[src/rtl/alu_op_sequencer.sv]
// Purpose: issues one command at a time to an external combinational ALU, holds its
//          inputs for a programmable settle time, then captures result and flags.
// Latency: accept edge k -> capture at edge k+SETTLE_CYC+1; o_VALID is up for the
//          cycles after that edge, so a sample taken at edge k+SETTLE_CYC+2 sees it.
// Backpressure: o_VALID/result held in DONE until i_READY; no new command accepted
//          until the result is consumed (issue interval >= SETTLE_CYC+3).
// Ports:
//   i_CLK, i_RST                     clock, synchronous active-high reset
//   i_A, i_B, i_sel, i_VALID/o_READY command channel
//   o_alu_a/b/sel, i_alu_y/overflow/err  external ALU drive and response
//   o_Y, o_overflow, o_err, o_neg, o_pos, o_VALID/i_READY  result channel
//   o_busy, o_err_cnt                status: not idle, saturating ALU error count
module alu_op_sequencer #(
  parameter int WIDTH      = 4,
  parameter int SETTLE_CYC = 1,
  parameter int CNT_W      = 4
) (
  input  logic             i_CLK,
  input  logic             i_RST,
  input  logic [WIDTH-1:0] i_A,
  input  logic [WIDTH-1:0] i_B,
  input  logic [1:0]       i_sel,
  input  logic             i_VALID,
  output logic             o_READY,
  output logic [WIDTH-1:0] o_alu_a,
  output logic [WIDTH-1:0] o_alu_b,
  output logic [1:0]       o_alu_sel,
  input  logic [WIDTH-1:0] i_alu_y,
  input  logic             i_alu_overflow,
  input  logic             i_alu_err,
  output logic [WIDTH-1:0] o_Y,
  output logic             o_overflow,
  output logic             o_err,
  output logic             o_neg,
  output logic             o_pos,
  output logic             o_VALID,
  input  logic             i_READY,
  output logic             o_busy,
  output logic [CNT_W-1:0] o_err_cnt
);

  typedef enum logic [1:0] {IDLE, SETTLE, DONE} state_t;

  localparam logic [3:0]       SETTLE_LD = 4'(SETTLE_CYC);
  localparam logic [CNT_W-1:0] ERR_MAX   = '1;
  localparam logic [CNT_W-1:0] ERR_ONE   = CNT_W'(1);

  state_t     state, state_nxt;
  logic [3:0] settle_cnt;
  logic       accept;
  logic       capture;

  always_comb begin
    state_nxt = state;
    o_READY   = 1'b0;
    o_VALID   = 1'b0;
    accept    = 1'b0;
    capture   = 1'b0;
    case (state)
      IDLE: begin
        o_READY = 1'b1;
        if (i_VALID) begin
          accept    = 1'b1;
          state_nxt = SETTLE;
        end
      end
      SETTLE: begin
        if (settle_cnt == 4'd0) begin
          capture   = 1'b1;
          state_nxt = DONE;
        end
      end
      DONE: begin
        o_VALID = 1'b1;
        if (i_READY) state_nxt = IDLE;
      end
      default: state_nxt = IDLE;
    endcase
  end

  assign o_busy = (state != IDLE);

  always_ff @(posedge i_CLK) begin
    if (i_RST) begin
      state      <= IDLE;
      settle_cnt <= 4'd0;
      o_alu_a    <= '0;
      o_alu_b    <= '0;
      o_alu_sel  <= 2'b00;
      o_Y        <= '0;
      o_overflow <= 1'b0;
      o_err      <= 1'b0;
      o_neg      <= 1'b0;
      o_pos      <= 1'b0;
      o_err_cnt  <= '0;
    end else begin
      state <= state_nxt;
      if (accept) begin
        o_alu_a    <= i_A;
        o_alu_b    <= i_B;
        o_alu_sel  <= i_sel;
        settle_cnt <= SETTLE_LD;
      end else if (state == SETTLE && !capture) begin
        settle_cnt <= settle_cnt - 4'd1;
      end
      if (capture) begin
        o_Y        <= i_alu_y;
        o_overflow <= i_alu_overflow;
        o_err      <= i_alu_err;
        // A flagged ALU error makes the sign of the result meaningless.
        o_neg      <= i_alu_y[WIDTH-1] & ~i_alu_err;
        o_pos      <= ~i_alu_y[WIDTH-1] & (i_alu_y != '0) & ~i_alu_err;
        if (i_alu_err && o_err_cnt != ERR_MAX) o_err_cnt <= o_err_cnt + ERR_ONE;
      end
    end
  end

endmodule

[config.mk]
export PLATFORM = sky130hd
export DESIGN_NAME = alu_op_sequencer
export DESIGN_NICKNAME = d
export VERILOG_FILES = /design/src/rtl/alu_op_sequencer.sv
export SDC_FILE = /design/constraint.sdc
export NUM_CORES = 1
export LEC_CHECK = 0
export ABC_AREA = 1
export CAP_MARGIN = 20
export CORE_MARGIN = 10
export CORE_UTILIZATION = 40
export DETAILED_ROUTE_END_ITERATION = 10
export PLACE_DENSITY = 0.78
export SYNTH_ARGS = -nofsm -noshare
export SYNTH_HDL_FRONTEND = slang
export SYNTH_SLANG_ARGS = --single-unit
[constraint.sdc]
create_clock -name i_CLK -period 1.8 [get_ports i_CLK]
set_clock_uncertainty 0.15 [all_clocks]
set_input_delay 0.36 -clock i_CLK [delete_from_list [all_inputs] [get_ports i_CLK]]
set_output_delay 0.36 -clock i_CLK [all_outputs]
set_load 0.03 [all_outputs]
==> metrics <==
nets=229; commonest non-fill, non-tap cells in the layout=40 x nor2_1, 29 x nand2_1, 28 x dfxtp_1; Worst Path Max Fanout=3; max capacitance violation total=0; row count=19; Crit-path slowest cell=dfxtp_1; final hold vios=0; Post-Syn Nets=180; post-route insts no fill=237; Final Cycle Share=93.93%; drc violations=0; YS warnings=0; Post-Syn Instances=158; initial antenna violation count=0; Crit. End Element=output pin; CTS sink count=28; Top Metal Used=met4; pin count of the biggest net entering global routing=20; Power Total=1.395 mW; sequence of cells on the critical path=nor2_2 -> inv_1 -> clkdlybuf4s15_2; hold slack=0.3217 ns; Die Wd=74.20 um; htree depth=1; vias in the first global route=1040; diodes inserted=0; WS Path Type=flop to output pin; post-synthesis sequential area ratio=47.71%; Final Setup Violations=0; Mapped Avg Cell Area=7.436 sq um; WL per Instance=12.22 um; TritonCTS clock tree=yes; final instance area=1663 sq um; # fillers=284; status=finished clean; wire length of the first global-routing pass=4609 um; dpl cell area=1649 sq um; synth-to-layout area growth=41.53%; Critical Path AT=1.18 ns; Final Slew Violations=0; Pwr per Cell Area=838.7 nW/um^2; highest clock rate=591.4 MHz; RSZ-0062 raised after global routing=no; number of DRC markers in iteration 0=31; # IOs=45; post-synth top area share=47.71%; vias=1111; setup TNS=0 ns; Initial Utilization=42.24%; commonest non-fill, non-tap cell in the layout=nor2_1; Peak supply drop=0.6887 mV; dpl cells=233; Clk Tree Root Cell=clkbuf_4; wire length on met2=1430 um; mapped cell area=1175 sq um; Final min period=1.691 ns; clk buf depth=2; drt first pass iters=4; GRT Total Usage=10.51%; Clock Latency Late Sink=0.32 ns; top cells by area, synth=dfxtp_1 48%, nor2_1 13%, nand2_1 9.3%; Core ar.=2781 sq um; routed wl met3=217 um; slowest stage delay, CP=0.44 ns; HP Class=flop to flop; gpl congestion=0.7815; Vias/cell=4.688; final wirelength=2897 um; required time of the critical path=1.29 ns; register bit count reported by yosys=28; normalized max-slew margin=69.11%; Die Span Y=74.20 um; Layout Utilization=59.78%; setup slack after placement=0.05882 ns; hold_buf cts=0; Die Footprint=5505 sq um; setup bufs post-CTS=0; Slew @ Worst Pin=0.4628 ns; gr ovfl total=0; Worst Setup Start Kind=flop; HPWL Detailed=2373 um; antenna-violating nets left=0; M1 WL=1200 um; layout cell share with drive strength beyond 1=9.223%; CTS clk-pin slew, worst paths=0.15 ns; leak pwr=0.7841 nW; post-synthesis cell type count=19; port buffer count=44; Final WS setup=0.1092 ns; cell taking the most area after synthesis=dfxtp_1; TritonCTS Buffers=3
[final timing paths]
path,from,cells after the start,slack [ns],to
hold reg to reg,o_err$_SDFFE_PP0P_,2,0.32,o_err$_SDFFE_PP0P_
hold / removal,o_err$_SDFFE_PP0P_,2,0.32,o_err$_SDFFE_PP0P_
setup reg to reg,settle_cnt[0]$_SDFFE_PP0P_,8,0.18,o_err_cnt[3]$_SDFFE_PP0P_
setup / recovery,state[1]$_SDFFE_PP0P_,3,0.11,o_busy
[state kept, by name, summed over array words and instances (netlist names), 2 cells and up]
register,cells
o_Y,4
o_alu_a,4
o_alu_b,4
o_alu_sel,2
o_err_cnt,4
settle_cnt,4
state,2
[repair_timing]
action                                  CTS  global route
resized for setup                        28             1
pin swaps                                 0             0
endpoints found under the setup margin   24             1
[logic make-up (layout without fill, tap and decap cells)]
family,count (synthesis),count (layout),synth area share (%)
buffers and inverters,16,64,6.602
DFF,28,28,47.71
xor gates and xnor gates,3,3,2.237
adders and majority gates,2,2,2.130
and+or+nand+nor,84,84,30.67
AOI/OAI and AO/OA,25,25,10.65
[report_power, final]
part           total, mW  switching, mW  internal, mW  leakage (nW)
logic              0.392          0.242         0.150         0.533
clock network      0.303          0.179         0.124        0.0210
registers          0.700         0.0287         0.671         0.230
[metal layers]
metal | vias up | track usage [%]
met5 | - | 0
met4 | 0 | 4.969
met2 | 26 | 17.80
li1 | 591 | -
met1 | 490 | 11.06
met3 | 4 | 4.388
[area by class of cell]
| class | instances | area [sq um] | area share, % |
|---|---|---|---|
| Timing Repair Buffer | 48 | 442.9 | 26.64 |
| Clock buffer | 4 | 36.28 | 2.182 |
| Sequential cell | 28 | 560.5 | 33.71 |
| Multi-Input combinational cell | 114 | 539.3 | 32.43 |
| Inverter | 12 | 45.04 | 2.709 |
| Tap cell | 31 | 38.79 | 2.333 |
[critical path: cells and delay by family, from the launching register on]
family                 cells  cell delay (ns)
buffers and inverters      2             0.35
flip-flops                 1             0.44
AND/OR/NAND/NOR            1             0.07
[cell usage after synthesis]
cell and count:
nand2_2 1, nor2_2 3, clkinv_1 1, buf_2 2, nand3_2 2, buf_6 2
a21oi_1 9, ha_1 2, nor2_4 1, or2_0 1, nand3b_1 2, dfxtp_1 28
nand3_1 3, nand2_1 29, inv_1 11, xor2_1 3, o21ai_0 16, nor3_1 1
nor2_1 41
(Power assumes the default switching activity.)
